--- src/rtl/johnson_seq_monitor.sv ---
// Johnson-code sequence monitor: decodes 4-stage Johnson codes, classifies
// each step, tracks lock to a clean sequence and counts errors while locked.
module johnson_seq_monitor #(
    parameter int LOCK_N = 4,
    parameter int ERR_W  = 8
) (
    input  logic             clk,
    input  logic             rst,
    input  logic [3:0]       code_i,
    input  logic             code_valid_i,
    output logic [2:0]       index_o,
    output logic             index_valid_o,
    output logic             step_up_o,
    output logic             step_down_o,
    output logic             step_hold_o,
    output logic             err_illegal_o,
    output logic             err_skip_o,
    output logic             locked_o,
    output logic [ERR_W-1:0] err_count_o
);

    localparam logic [0:0] ST_UNLOCKED = 1'b0;
    localparam logic [0:0] ST_LOCKED   = 1'b1;
    localparam logic [3:0] LOCK_C      = 4'(LOCK_N);

    logic [0:0]       state_q, state_d;
    logic [2:0]       index_q, index_d;
    logic             have_prev_q, have_prev_d;
    logic [3:0]       good_q, good_d;
    logic             last_err_q, last_err_d;
    logic [ERR_W-1:0] err_cnt_q, err_cnt_d;
    logic             iv_q, iv_d;
    logic             up_q, up_d;
    logic             dn_q, dn_d;
    logic             hd_q, hd_d;
    logic             il_q, il_d;
    logic             sk_q, sk_d;

    logic       legal;
    logic [2:0] dec_idx;
    logic [2:0] delta;
    logic       is_up, is_dn, is_hd, is_sk, is_err, is_good;

    always_comb begin
        legal   = 1'b1;
        dec_idx = 3'd0;
        unique case (code_i)
            4'b0000: dec_idx = 3'd0;
            4'b0001: dec_idx = 3'd1;
            4'b0011: dec_idx = 3'd2;
            4'b0111: dec_idx = 3'd3;
            4'b1111: dec_idx = 3'd4;
            4'b1110: dec_idx = 3'd5;
            4'b1100: dec_idx = 3'd6;
            4'b1000: dec_idx = 3'd7;
            default: legal   = 1'b0;
        endcase
    end

    // index_q doubles as the previous-legal-index register
    assign delta   = dec_idx - index_q;
    assign is_up   = legal && have_prev_q && (delta == 3'd1);
    assign is_dn   = legal && have_prev_q && (delta == 3'd7);
    assign is_hd   = legal && have_prev_q && (delta == 3'd0);
    assign is_sk   = legal && have_prev_q && !(is_up || is_dn || is_hd);
    assign is_err  = !legal || is_sk;
    assign is_good = is_up || is_dn || is_hd;

    always_comb begin
        state_d     = state_q;
        index_d     = index_q;
        have_prev_d = have_prev_q;
        good_d      = good_q;
        last_err_d  = last_err_q;
        err_cnt_d   = err_cnt_q;
        iv_d        = 1'b0;
        up_d        = 1'b0;
        dn_d        = 1'b0;
        hd_d        = 1'b0;
        il_d        = 1'b0;
        sk_d        = 1'b0;
        if (code_valid_i) begin
            iv_d = 1'b1;
            up_d = is_up;
            dn_d = is_dn;
            hd_d = is_hd;
            il_d = !legal;
            sk_d = is_sk;
            if (legal) begin
                index_d     = dec_idx;
                have_prev_d = 1'b1;
            end
            if (state_q == ST_UNLOCKED) begin
                if (is_err) begin
                    good_d = 4'd0;
                end else if (is_good) begin
                    if (good_q + 4'd1 >= LOCK_C) begin
                        state_d    = ST_LOCKED;
                        good_d     = 4'd0;
                        last_err_d = 1'b0;
                    end else begin
                        good_d = good_q + 4'd1;
                    end
                end
            end else begin
                if (is_err) begin
                    if (err_cnt_q != '1) begin
                        err_cnt_d = err_cnt_q + ERR_W'(1);
                    end
                    if (last_err_q) begin
                        state_d    = ST_UNLOCKED;
                        good_d     = 4'd0;
                        last_err_d = 1'b0;
                    end else begin
                        last_err_d = 1'b1;
                    end
                end else if (is_good) begin
                    last_err_d = 1'b0;
                end
            end
        end
    end

    always_ff @(posedge clk) begin
        if (rst) begin
            state_q     <= ST_UNLOCKED;
            index_q     <= 3'd0;
            have_prev_q <= 1'b0;
            good_q      <= 4'd0;
            last_err_q  <= 1'b0;
            err_cnt_q   <= '0;
            iv_q        <= 1'b0;
            up_q        <= 1'b0;
            dn_q        <= 1'b0;
            hd_q        <= 1'b0;
            il_q        <= 1'b0;
            sk_q        <= 1'b0;
        end else begin
            state_q     <= state_d;
            index_q     <= index_d;
            have_prev_q <= have_prev_d;
            good_q      <= good_d;
            last_err_q  <= last_err_d;
            err_cnt_q   <= err_cnt_d;
            iv_q        <= iv_d;
            up_q        <= up_d;
            dn_q        <= dn_d;
            hd_q        <= hd_d;
            il_q        <= il_d;
            sk_q        <= sk_d;
        end
    end

    assign index_o       = index_q;
    assign index_valid_o = iv_q;
    assign step_up_o     = up_q;
    assign step_down_o   = dn_q;
    assign step_hold_o   = hd_q;
    assign err_illegal_o = il_q;
    assign err_skip_o    = sk_q;
    assign locked_o      = (state_q == ST_LOCKED);
    assign err_count_o   = err_cnt_q;

endmodule

--- config.mk ---
export PLATFORM = sky130hd
export DESIGN_NAME = johnson_seq_monitor
export DESIGN_NICKNAME = d
export VERILOG_FILES = /design/src/rtl/johnson_seq_monitor.sv
export SDC_FILE = /design/constraint.sdc
export NUM_CORES = 1
export LEC_CHECK = 0
export CAP_MARGIN = 0
export CORE_MARGIN = 2
export CORE_UTILIZATION = 55
export DETAILED_ROUTE_END_ITERATION = 8
export GPL_TIMING_DRIVEN = 0
export PLACE_DENSITY = 0.83
export SETUP_SLACK_MARGIN = 0.4
export SLEW_MARGIN = 10
export SYNTH_ARGS = -nofsm -noshare
export SYNTH_HDL_FRONTEND = slang
export SYNTH_SLANG_ARGS = --single-unit
--- constraint.sdc ---
create_clock -name clk -period 10.1 [get_ports clk]
set_input_delay 1.515 -clock clk [delete_from_list [all_inputs] [get_ports clk]]
set_output_delay 1.515 -clock clk [all_outputs]
set_load 0.005 [all_outputs]
==> reports/summary.log <==
qor: timing.max_freq 0.210 GHz
qor: worst_setup_path.cpPeakStageDelay 510 ps
qor: power_and_ir_drop.internal-power 134 µW
qor: power_and_ir_drop.power_per_cell_area 111 nW/µm²
qor: worst_setup_path.required 10350 ps
qor: clock_network.resize_count_post_cts 0
qor: timing.timing.final.setup_violations 0
qor: layout.multi_input_area 812 µm²
qor: timing.timing.final.crit_period 4750 ps
qor: worst_setup_path.path_max_fanout 10
qor: floorplanning.die-area 2860 µm²
qor: synth.syn-mean-instance-area 8.98 µm²
qor: synth.synth.ff_latch_count 24
qor: layout.area_delta_synth_final 21.7%
qor: power_and_ir_drop.share_comb_of_total_power 18.4%
qor: grt.first_global_vias 1151
qor: worst_hold_path.min-delay-start good_q[3]
qor: place.detailed_place_hpwl 2.25 mm
qor: synth.synthesis.yosys.warnings 0
qor: timing.hold_viol_final 0
qor: clock_network.tritoncts yes
qor: worst_setup_path.cpMostUsedCell nand2b_1
qor: layout.finish.instance_area 1640 µm²
qor: timing.post-route-period-util 47.0%
qor: worst_setup_path.library_cell_contributing_the_largest_single_delay_on_the_critical_path fa_1
qor: synth.synth-edff-count 0
qor: drt.vias_per_cell 6.06
qor: grt.first_pass_grt_wire_length 4.84 mm
qor: floorplanning.fp.dieH 53.5 µm
qor: clock_network.clock-sinks 24
qor: floorplanning.die_width 53.5 µm
qor: clock_network.post-cts-setup-buffer-count 0
qor: layout.register_area 480 µm²
qor: synth.postSynth.asyncResetShare 0%
qor: worst_setup_path.worst_setup_path_end_kind register
qor: layout.num-nets-final 188
qor: run.maxCapViolCount 0
qor: timing.slew_headroom 63.5%
qor: timing.fin_worst_skew 9.38 ps
qor: synth.yosys.area.top_type_share 35.7%
qor: drt.routed_via_count 1236
qor: timing.worst_slack 5350 ps
qor: power_and_ir_drop.p_sw 48.6 µW
qor: worst_setup_path.critical_path.reg2reg.startpoint index_o[0]
qor: worst_setup_path.crit_path_start_kind primary input
qor: worst_setup_path.cp.arrival 5000 ps
qor: clock_network.post_cts_hold_buffer_count 0
qor: clock_network.clock_insertion_delay_worst_skew 320 ps
qor: place.dp_area 1600 µm²
qor: synth.dominantRegCellSynth dfxtp_1
qor: worst_setup_path.crit_type in -> reg
qor: drt.detail_route.drc_violations 0
qor: power_and_ir_drop.post-layout-total-power 182 µW
qor: clock_network.htree_levels 1
qor: timing.worst_pin_slew 545 ps
qor: drt.route.antenna.remaining_nets 0
qor: clock_network.cts.reportedPaths.clkPinSlew 130 ps
qor: worst_setup_path.regToRegSetupSlack 7350 ps
qor: layout.final_layout_size_suffix_gt1_share 9.09%
qor: timing.setup_total_negative_slack 0 ps
qor: grt.grt.overflow.total 0
qor: timing.grt_setup_unrepaired false
qor: timing.max_slew_violations 0
qor: drt.drt_pass1_iterations 4
qor: drt.totalWireLength 2.86 mm
qor: floorplanning.core 2250 µm²
qor: floorplanning.top_level_ports 25
qor: floorplanning.core.rowCount 17
qor: synth.seq_area_frac_synth 35.7%
qor: grt.grt_antenna_before_repair 0
qor: drt.detail_route.iter0.violations 32
qor: layout.filler_cell_count 183
qor: synth.yosys-top-cells-area dfxtp_1 (36%), a21oi_1 (5.9%), nand2b_1 (3.7%)
qor: place.pre_cts_slack 5020 ps
qor: synth.synthCells 150
qor: synth.postSynthNetCount 161
qor: worst_setup_path.setup.worst_path.start code_i[2]
qor: worst_setup_path.critical_path.cell_chain clkdlybuf4s50_1, nand2b_1, or3b_2, ha_1, inv_1, fa_1, nand2b_1, nand3_1, mux2i_4, o311ai_4, buf_6, or4_1, a21oi_1
qor: synth.netlist.top_cell.by_area dfxtp_1
qor: synth.mappedNetlistArea 1350 µm²
qor: place.place_congestion 0.742
qor: layout.number_of_diodes_added_for_antenna_fixing 0
qor: clock_network.clock_tree.root_cell clkbuf_4
qor: power_and_ir_drop.leakage_power_figure 0.553 nW
qor: grt.all_layer_global_routing_usage 23.2%
qor: outcome.run_status finished, final reports clean
qor: power_and_ir_drop.share_of_total_power_in_the_clock_network 27.7%
qor: clock_network.cts_inserted_buffers 3
qor: drt.drt-wirelength-per-cell 14.0 µm
qor: worst_hold_path.hp-class reg -> reg
qor: grt.pin_count_of_the_biggest_net_entering_global_routing 14
qor: power_and_ir_drop.part_of_the_total_power_dissipated_in_sequential_elements 53.9%
qor: power_and_ir_drop.power.share.switching 26.6%
qor: power_and_ir_drop.max-vdd-ir-drop 85.1 µV
qor: clock_network.cts_buffer_depth 2
qor: floorplanning.start_util 59.7%
qor: place.placement.io_buffers 22
qor: synth.synth_cell_types 47
[path summary, 6_finish.rpt]
kind                                  endpoint  depth (start not counted)
worst max-delay path            err_count_o[3]                         13
worst min-delay path                 good_q[3]                          1
worst max register to register  err_count_o[3]                         10
worst min register to register       good_q[3]                          1
[layer usage]
metal | up-vias | track usage (%) | routed length, µm | share of wire (%)
met5 | - | 0 | 0 | 0
met4 | 0 | 7.69 | 19 | 0.66
met3 | 3 | 2.54 | 152 | 5.3
met2 | 40 | 44.4 | 1520 | 53
met1 | 589 | 26.0 | 1170 | 41
li1 | 604 | - | - | -
[synthesized netlist by cell type (4+ instances only)]
library cell / count
dfxtp_1: 24
a21oi_1: 16
nor2_1: 9
nand2_1: 8
nand2b_1: 8
nand3_1: 7
inv_1: 6
o31ai_1: 6
or4_1: 5
mux2i_1: 4
nor2b_1: 4
o21ai_0: 4
[state kept, by name, indices dropped and copies added (netlist names)]
signal and count:
err_count_o 8, err_illegal_o 1, err_skip_o 1, good_q 4, have_prev_q 1, index_o 3, index_valid_o 1, last_err_q 1
locked_o 1, step_down_o 1, step_hold_o 1, step_up_o 1
[power by group through the flow]
| stage | sequential, mW | combinational [mW] | clock [mW] |
|---|---|---|---|
| finish | 0.0984 | 0.0336 | 0.0505 |
| CTS | 0.0984 | 0.0336 | 0.0511 |
| global route | 0.0986 | 0.0372 | 0.0549 |
| floorplan | 0.100 | 0.0237 | 0 |
| global placement | 0.100 | 0.0318 | 0 |
| detailed placement | 0.100 | 0.0335 | 0 |
[final cells by class]
type / count / share of cell area, %
buffer: 5 / 1.91
clock buffer: 4 / 2.22
inverter: 6 / 1.38
multi-input combinational: 115 / 49.6
sequential: 24 / 29.3
tap: 28 / 2.14
timing repair buffer: 22 / 13.4
[worst max-delay path: cells and delay by family]
family / cells / cell delay, ps
AO/OA/AOI/OAI: 2 / 300
multiplexers: 1 / 220
adder cells (fa/ha/maj): 2 / 700
buffers and inverters: 3 / 740
AND/OR/NAND/NOR: 5 / 1530
[logic make-up after synthesis]
family / Yosys count / share of synthesized area, %
and+or+nand+nor: 61 / 26.5
AOI/OAI and AO/OA: 36 / 17.9
DFF: 24 / 35.7
buffers and inverters: 11 / 4.00
muxes: 10 / 9.01
xor gates and xnor gates: 4 / 2.60
adders and majority gates: 4 / 4.28
[metrics by stage]
step                      hold slack (ps)  std cells  util [%]
after CTS                             505        204      72.6
after floorplan                       444        150         -
after global routing                  530        204      72.6
after detailed placement              472        200      71.0
final                                 510        204      72.6
after global placement                462        200      71.0
[cell usage in the layout (no fill, tap or decap), types with 2 or more instances in the layout]
cell type,netlist,final
dfxtp_1,24,24
clkdlybuf4s50_1,0,22
a21oi_1,16,16
nor2_1,9,9
nand2_1,8,8
nand2b_1,8,8
nand3_1,7,7
inv_1,6,6
o31ai_1,6,6
or4_1,5,5
o21ai_0,4,4
nor2b_1,4,4
mux2i_1,4,4
xnor2_1,3,3
mux2_2,3,3
and2_1,3,3
nor3_1,3,3
nand4_1,3,3
ha_1,3,3
clkbuf_4,0,3
and3_1,2,2
clkbuf_1,2,2
(Power assumes the default switching activity.)
